==> src/rtl/branch_target_buffer_if.sv <==
// Branch target buffer bus: fetch-stage lookup, EX-stage resolution and
// the two statistics counters.
//   master : pipeline side (drives PCs and resolved branch info)
//   slave  : predictor side (returns prediction and counters)
interface branch_target_buffer_if;
  logic [31:0] PC_IF;
  logic        predict_taken_IF;
  logic [31:0] predict_target_IF;
  logic        br_EX;
  logic        stall_EX;
  logic [31:0] PC_EX;
  logic        br_taken_EX;
  logic [31:0] br_target_EX;
  logic        predict_taken_EX;
  logic [31:0] branch_cnt;
  logic [31:0] mispredict_cnt;

  modport master (
    output PC_IF, br_EX, stall_EX, PC_EX, br_taken_EX, br_target_EX, predict_taken_EX,
    input  predict_taken_IF, predict_target_IF, branch_cnt, mispredict_cnt
  );

  modport slave (
    input  PC_IF, br_EX, stall_EX, PC_EX, br_taken_EX, br_target_EX, predict_taken_EX,
    output predict_taken_IF, predict_target_IF, branch_cnt, mispredict_cnt
  );
endinterface

==> src/rtl/branch_target_buffer.sv <==
// Direct-mapped branch target buffer with 2-bit saturating direction counters.
//   clk      : rising-edge clock
//   rst_n    : asynchronous active-low reset
//   bus      : branch_target_buffer_if.slave
//     PC_IF -> predict_taken_IF / predict_target_IF (combinational lookup)
//     br_EX, stall_EX, PC_EX, br_taken_EX, br_target_EX, predict_taken_EX
//              -> table update and branch/mispredict statistics
module branch_target_buffer #(
  parameter int unsigned ENTRY_BITS = 4
) (
  input  logic                  clk,
  input  logic                  rst_n,
  branch_target_buffer_if.slave bus
);

  localparam int unsigned DEPTH = 2 ** ENTRY_BITS;
  localparam int unsigned TAG_W = 30 - ENTRY_BITS;

  logic              valid_q  [DEPTH];
  logic [TAG_W-1:0]  tag_q    [DEPTH];
  logic [31:0]       target_q [DEPTH];
  logic [1:0]        ctr_q    [DEPTH];

  logic [31:0]       branch_cnt_q, branch_cnt_d;
  logic [31:0]       mispredict_cnt_q, mispredict_cnt_d;

  logic [ENTRY_BITS-1:0] idx_if, idx_ex;
  logic [TAG_W-1:0]      tag_if, tag_ex;
  logic                  hit_if, hit_ex, upd;

  // Byte-offset bits never participate in indexing or tagging.
  logic unused_pc_bits;
  assign unused_pc_bits = ^{bus.PC_IF[1:0], bus.PC_EX[1:0]};

  assign idx_if = bus.PC_IF[ENTRY_BITS+1:2];
  assign tag_if = bus.PC_IF[31:ENTRY_BITS+2];
  assign idx_ex = bus.PC_EX[ENTRY_BITS+1:2];
  assign tag_ex = bus.PC_EX[31:ENTRY_BITS+2];

  assign upd = bus.br_EX && !bus.stall_EX;

  // Lookup reads the registered table only, so a same-cycle update to the
  // same index is not visible until after the edge.
  always_comb begin
    hit_if = valid_q[idx_if] && (tag_q[idx_if] == tag_if);
    hit_ex = valid_q[idx_ex] && (tag_q[idx_ex] == tag_ex);
    bus.predict_taken_IF  = hit_if && ctr_q[idx_if][1];
    bus.predict_target_IF = bus.predict_taken_IF ? target_q[idx_if] : bus.PC_IF + 32'd4;
  end

  always_comb begin
    branch_cnt_d     = branch_cnt_q;
    mispredict_cnt_d = mispredict_cnt_q;
    if (upd) begin
      if (branch_cnt_q != '1)
        branch_cnt_d = branch_cnt_q + 32'd1;
      if ((bus.br_taken_EX != bus.predict_taken_EX) && (mispredict_cnt_q != '1))
        mispredict_cnt_d = mispredict_cnt_q + 32'd1;
    end
  end

  always_ff @(posedge clk or negedge rst_n) begin
    if (!rst_n) begin
      for (int unsigned i = 0; i < DEPTH; i++) begin
        valid_q[i]  <= 1'b0;
        tag_q[i]    <= '0;
        target_q[i] <= '0;
        ctr_q[i]    <= 2'b00;
      end
      branch_cnt_q     <= '0;
      mispredict_cnt_q <= '0;
    end else begin
      branch_cnt_q     <= branch_cnt_d;
      mispredict_cnt_q <= mispredict_cnt_d;
      if (upd) begin
        if (hit_ex) begin
          if (bus.br_taken_EX) begin
            if (ctr_q[idx_ex] != 2'b11)
              ctr_q[idx_ex] <= ctr_q[idx_ex] + 2'd1;
            target_q[idx_ex] <= bus.br_target_EX;
          end else if (ctr_q[idx_ex] != 2'b00) begin
            ctr_q[idx_ex] <= ctr_q[idx_ex] - 2'd1;
          end
        end else if (bus.br_taken_EX) begin
          // Miss on a taken branch replaces whatever occupies the slot.
          valid_q[idx_ex]  <= 1'b1;
          tag_q[idx_ex]    <= tag_ex;
          target_q[idx_ex] <= bus.br_target_EX;
          ctr_q[idx_ex]    <= 2'b10;
        end
      end
    end
  end

  assign bus.branch_cnt     = branch_cnt_q;
  assign bus.mispredict_cnt = mispredict_cnt_q;

endmodule

==> src/flat_wrapper.sv <==
// flat-port wrapper written by rule: the top's interface ports become plain ports
module branch_target_buffer_flat 
#(
  parameter int unsigned ENTRY_BITS = 4
)
  (clk, rst_n, bus_PC_IF, bus_br_EX, bus_stall_EX, bus_PC_EX, bus_br_taken_EX, bus_br_target_EX, bus_predict_taken_EX, bus_predict_taken_IF, bus_predict_target_IF, bus_branch_cnt, bus_mispredict_cnt);
  branch_target_buffer_if bus_i ();
  input  logic clk;
  input  logic rst_n;
  input wire logic [$bits(bus_i.PC_IF)-1:0] bus_PC_IF;
  input wire logic [$bits(bus_i.br_EX)-1:0] bus_br_EX;
  input wire logic [$bits(bus_i.stall_EX)-1:0] bus_stall_EX;
  input wire logic [$bits(bus_i.PC_EX)-1:0] bus_PC_EX;
  input wire logic [$bits(bus_i.br_taken_EX)-1:0] bus_br_taken_EX;
  input wire logic [$bits(bus_i.br_target_EX)-1:0] bus_br_target_EX;
  input wire logic [$bits(bus_i.predict_taken_EX)-1:0] bus_predict_taken_EX;
  output wire logic [$bits(bus_i.predict_taken_IF)-1:0] bus_predict_taken_IF;
  output wire logic [$bits(bus_i.predict_target_IF)-1:0] bus_predict_target_IF;
  output wire logic [$bits(bus_i.branch_cnt)-1:0] bus_branch_cnt;
  output wire logic [$bits(bus_i.mispredict_cnt)-1:0] bus_mispredict_cnt;
  assign bus_i.PC_IF = bus_PC_IF;
  assign bus_i.br_EX = bus_br_EX;
  assign bus_i.stall_EX = bus_stall_EX;
  assign bus_i.PC_EX = bus_PC_EX;
  assign bus_i.br_taken_EX = bus_br_taken_EX;
  assign bus_i.br_target_EX = bus_br_target_EX;
  assign bus_i.predict_taken_EX = bus_predict_taken_EX;
  assign bus_predict_taken_IF = bus_i.predict_taken_IF;
  assign bus_predict_target_IF = bus_i.predict_target_IF;
  assign bus_branch_cnt = bus_i.branch_cnt;
  assign bus_mispredict_cnt = bus_i.mispredict_cnt;
  branch_target_buffer #(.ENTRY_BITS(ENTRY_BITS)) u_core (.clk(clk), .rst_n(rst_n), .bus(bus_i));
endmodule
==> config.mk <==
export PLATFORM = sky130hd
export DESIGN_NAME = branch_target_buffer_flat
export DESIGN_NICKNAME = d
export VERILOG_FILES = /design/src/rtl/branch_target_buffer_if.sv /design/src/rtl/branch_target_buffer.sv /design/src/flat_wrapper.sv
export SDC_FILE = /design/constraint.sdc
export NUM_CORES = 2
export LEC_CHECK = 0
export CORE_MARGIN = 2
export CORE_UTILIZATION = 58
export DETAILED_ROUTE_END_ITERATION = 16
export GPL_TIMING_DRIVEN = 1
export PLACE_DENSITY = 0.76
export SKIP_LAST_GASP = 1
export SLEW_MARGIN = 20
export SYNTH_ARGS = -nofsm -noshare
export SYNTH_HDL_FRONTEND = slang
export SYNTH_SLANG_ARGS = --single-unit
==> constraint.sdc <==
create_clock -name clk -period 12.62 [get_ports clk]
set_input_delay 1.893 -clock clk [delete_from_list [all_inputs] [get_ports clk]]
set_output_delay 1.893 -clock clk [all_outputs]
set_load 0.01 [all_outputs]
==> metrics.md <==
| Metric | Value |
|---|---|
| Via count | 32,000 |
| Iteration-0 DRC count of the detailed router | about 3,000 |
| Peak supply drop | between 0.0001 and 0.00015 V |
| Async set-reset flop share out of synthesis | 100% |
| Count of final max-slew check failures | 0 |
| Hold Crit Depth | 1 |
| Die boundary height | 305 um |
| Final count of negative-setup-slack endpoints | 0 |
| Total global routing track utilization | between 30% and 40% |
| Final clock skew | ~0.028 ns |
| Count of flip-flops with a built-in enable after synthesis | 0 |
| Sum of overflow across all layers after global routing | 0 |
| Distinct cell type count after synthesis | 81 |
| Detailed-router iteration count before antenna repair | 5 |
| Part of the cycle the worst path needs | 74.7% |
| Critical R2R Capture | u_core.tag_q[64]$_DFFE_PN0P_ |
| Total DRC errors in the routed layout | 0 |
| Average cell area after synthesis | ~15 um^2 |
| Number of primary I/O pins | 199 |
| Part of the power in registers | 45.9% |
| Setup Fix Bufs, Post-CTS | 0 |
| Leakage power total | 26.4 nW |
| DP Wirelength | 86.1 mm |
| Sum of internal, switching and leakage power | ~0.0088 W |
| Number of levels the H-tree was split into | 3 |
| Ratio of cells with drive above 1 in the final layout | between 40% and 50% |
| Cell area after synthesis | between 50,000 and 60,000 um^2 |
| Mean routed wirelength per cell | between 30 and 40 um |
| Die width | just over 300 um |
| FF-to-FF setup slack | ~8 ns |
| Capturing element type of the critical path | output pin |
| Total power per unit cell area | roughly 150 nW/um^2 |
| Cell count after synthesis | between 3,000 and 4,000 |
| Initial antenna violation count | 9 |
| Die outline area | 93,000 um^2 |
| Normalized max-slew margin | between 20 and 30% |
| Cts bufs inserted | about 110 |
| Slew of the pin with the lowest slew margin | between 1 and 1.5 ns |
| Total nets after synthesis | 3,508 |
| Total of hold buffers inserted after clock tree synthesis | 0 |
| Core Region | ~90,000 um^2 |
| Post-layout minimum cycle time | around 9.4 ns |
| Area growth syn-to-layout | 12.5% |
| Clock tree buffer depth | 3 |
| Sw Ratio | 25.6% |
| Antenna-violating nets left | 0 |
| Worst Hold Launch | u_core.bus.mispredict_cnt[29]$_DFFE_PN0P_ |
| Site Rows | 110 |
| # resized after CTS | 0 |
| I/O Buffers | around 200 |
| Highest Clock Rate | about 110 MHz |
| CP Max Fanout | 45 |
| Avg Vias per Cell | between 6 and 7 |
| Max-cap viol count | 0 |
| Worst R2R Start | u_core.tag_q[279]$_DFFE_PN0P_ |
| Wire length of the first global-routing pass | between 200 and 250 mm |
| Clk Tree Root Cell | sky130_fd_sc_hd__clkbuf_16 |
| Worst-skew pair later-pin latency | 0.71 ns |
| Aggregate routed wire length | roughly 140 mm |
| Clk sinks | ~1,000 |
| Worst Hold End | u_core.bus.mispredict_cnt[29]$_DFFE_PN0P_ |
| R2R depth | 11 |
| WP data arrival | about 7.5 ns |
| CP Class | in -> out |
| Relative contribution of the clock network to total power | 38.5% |
| Power share of the combinational group | between 10% and 20% |
| Data required, critical path | around 11 ns |
| Total number of nets in the final design | between 3,000 and 4,000 |
| Status | complete, no violations |
| Power dissipated by switching net loads | between 0.002 and 0.0025 W |
| Count of yosys warnings during synthesis | 0 |
| Final total negative setup slack | 0 ns |
| Initial core utilization | roughly 60% |
| Final Hold Vio Count | 0 |
| Part of the Yosys area used for sequential elements | 49.5% |
| Vias in the first global route | roughly 35,000 |
| Clock slew at the register clock pins of the worst setup and hold paths | around 0.060 ns |
| RSZ-0062 raised after global routing | false |
| Element type at the critical path start | input port |
| CTS tree | built |
| Final weighted congestion of routability-driven global placement | between 0.9 and 1 |
| Internal power of the cells | approximately 0.0066 W |
| Ys flop type | sky130_fd_sc_hd__dfrtp_1 |
| Flops & latches, synth | about 1,000 |
| Pin count of the biggest net entering global routing | 197 |
| Type of the tightest min-delay check | reg -> reg |
cell usage in the layout, fill, tap and decap left out, types with 12 or more instances in the layout:
cell                                 n
sky130_fd_sc_hd__clkdlybuf4s50_1   187
sky130_fd_sc_hd__nand4_1            37
sky130_fd_sc_hd__and3_1             23
sky130_fd_sc_hd__mux2_1             63
sky130_fd_sc_hd__nor2_4             15
sky130_fd_sc_hd__a22oi_1            12
sky130_fd_sc_hd__clkbuf_8           31
sky130_fd_sc_hd__dfrtp_1          1040
sky130_fd_sc_hd__mux4_2            372
sky130_fd_sc_hd__xnor2_1            99
sky130_fd_sc_hd__buf_4              54
sky130_fd_sc_hd__nor3_1             19
sky130_fd_sc_hd__mux4_1             20
sky130_fd_sc_hd__clkinv_2           20
sky130_fd_sc_hd__nand3_1            52
sky130_fd_sc_hd__inv_1              18
sky130_fd_sc_hd__clkbuf_1           23
sky130_fd_sc_hd__nand2_1            71
sky130_fd_sc_hd__nor2_1             40
sky130_fd_sc_hd__clkbuf_16         112
sky130_fd_sc_hd__mux2i_1            77
sky130_fd_sc_hd__mux2_4             38
sky130_fd_sc_hd__xor2_1             48
sky130_fd_sc_hd__or2_2              20
sky130_fd_sc_hd__mux2_2            896
cell type report:
cell class / instances / area (um^2)
fill: 6189 / 30700
antenna: 1 / 2.50
clock buffer: 166 / 3320
multi-input combinational: 2053 / 25200
inverter: 20 / 75.1
clock inverter: 40 / 538
tap: 1176 / 1470
sequential: 1040 / 26000
timing repair buffer: 256 / 2540
critical path, stage by stage:
cell	delay [ns]
sky130_fd_sc_hd__buf_8	0.44
sky130_fd_sc_hd__buf_4	0.72
sky130_fd_sc_hd__mux4_2	0.62
sky130_fd_sc_hd__mux4_2	0.56
sky130_fd_sc_hd__xnor2_1	0.26
sky130_fd_sc_hd__nand2_1	0.10
sky130_fd_sc_hd__nor2_1	0.11
sky130_fd_sc_hd__nor4bb_1	0.30
sky130_fd_sc_hd__nand4_1	0.14
sky130_fd_sc_hd__or4b_2	1.16
sky130_fd_sc_hd__mux2_1	0.59
sky130_fd_sc_hd__clkdlybuf4s50_1	0.51
flip-flops by register name (all words and copies together), names as in the netlist:
signal and flops:
u_core.bus.branch_cnt 32, u_core.valid_q 16, u_core.target_q 512, u_core.bus.mispredict_cnt 32, u_core.ctr_q 32, u_core.tag_q 416
synth_stat cells (11+ instances only):
library cell	count	area [um^2]
sky130_fd_sc_hd__a22oi_1	12	90.1
sky130_fd_sc_hd__a32oi_1	11	96.3
sky130_fd_sc_hd__and3_1	23	144
sky130_fd_sc_hd__buf_1	25	93.8
sky130_fd_sc_hd__buf_2	52	260
sky130_fd_sc_hd__buf_4	19	143
sky130_fd_sc_hd__buf_6	18	203
sky130_fd_sc_hd__clkbuf_1	165	619
sky130_fd_sc_hd__dfrtp_1	1040	26000
sky130_fd_sc_hd__inv_1	18	67.6
sky130_fd_sc_hd__mux2_1	63	709
sky130_fd_sc_hd__mux2_2	896	10100
sky130_fd_sc_hd__mux2_4	38	571
sky130_fd_sc_hd__mux2i_1	77	771
sky130_fd_sc_hd__mux4_1	20	526
sky130_fd_sc_hd__mux4_2	372	8380
sky130_fd_sc_hd__nand2_1	72	270
sky130_fd_sc_hd__nand3_1	55	275
sky130_fd_sc_hd__nand4_1	37	231
sky130_fd_sc_hd__nor2_1	50	188
sky130_fd_sc_hd__nor3_1	21	105
sky130_fd_sc_hd__o21ai_0	11	55.1
sky130_fd_sc_hd__or2_2	20	125
sky130_fd_sc_hd__xnor2_1	99	867
sky130_fd_sc_hd__xor2_1	48	420
how the worst max path moves through the flow:
stage          slack [ns]                         to  cells past startpoint         start
2_1_floorplan        5.15  bus_predict_target_IF[22]                     12  bus_PC_IF[3]
3_3_place_gp         3.33   bus_predict_target_IF[9]                     12  bus_PC_IF[2]
3_5_place_dp         3.28   bus_predict_target_IF[9]                     12  bus_PC_IF[2]
4_1_cts              3.27   bus_predict_target_IF[9]                     12  bus_PC_IF[2]
5_1_grt              2.99   bus_predict_target_IF[9]                     12  bus_PC_IF[2]
6_report             3.19   bus_predict_target_IF[9]                     12  bus_PC_IF[2]
power by group through the flow:
stage / logic (W) / clock network, W / registers (W)
after CTS: 0.00138 / 0.00345 / 0.00405
after global placement: 0.00132 / 0 / 0.00405
after floorplan: 0.000975 / 0 / 0.00400
after global routing: 0.00147 / 0.00361 / 0.00410
after detailed placement: 0.00137 / 0 / 0.00410
final: 0.00138 / 0.00341 / 0.00406
cells by family (layout without fill, tap and decap cells):
family / after synthesis / count (layout) / share of synthesized area, %
mux: 1466 / 1466 / 40.0
flops: 1040 / 1040 / 49.5
simple gates: 354 / 354 / 3.78
buf+inv: 308 / 482 / 2.92
xor+xnor: 147 / 147 / 2.45
compound gates: 81 / 81 / 1.19
fa+ha+maj: 5 / 5 / 0.119
other cells: 0 / 1 / 0
stage by stage:
step	util (%)	cell area (um^2)	cells	setup WS (ns)	hold WS (ns)
floorplan	-	52600	3401	5.15	0.454
CTS	65.7	59100	4749	3.27	0.493
global route	65.8	59100	4752	2.99	0.509
finish	65.8	59100	4752	3.19	0.493
global placement	61.4	55200	4543	3.33	0.471
detailed placement	61.4	55200	4543	3.28	0.481
per-layer routing:
layer	share of wire (%)	track usage, %	vias up	wire length, um
met3	8.5	8.07	362	12100
met5	0.050	0	-	71
li1	-	-	13000	-
met2	48	50.1	1360	69300
met4	3.7	11.3	12	5310
met1	39	41.8	17300	56300
No activity file was read; power rests on OpenSTA's default activity.
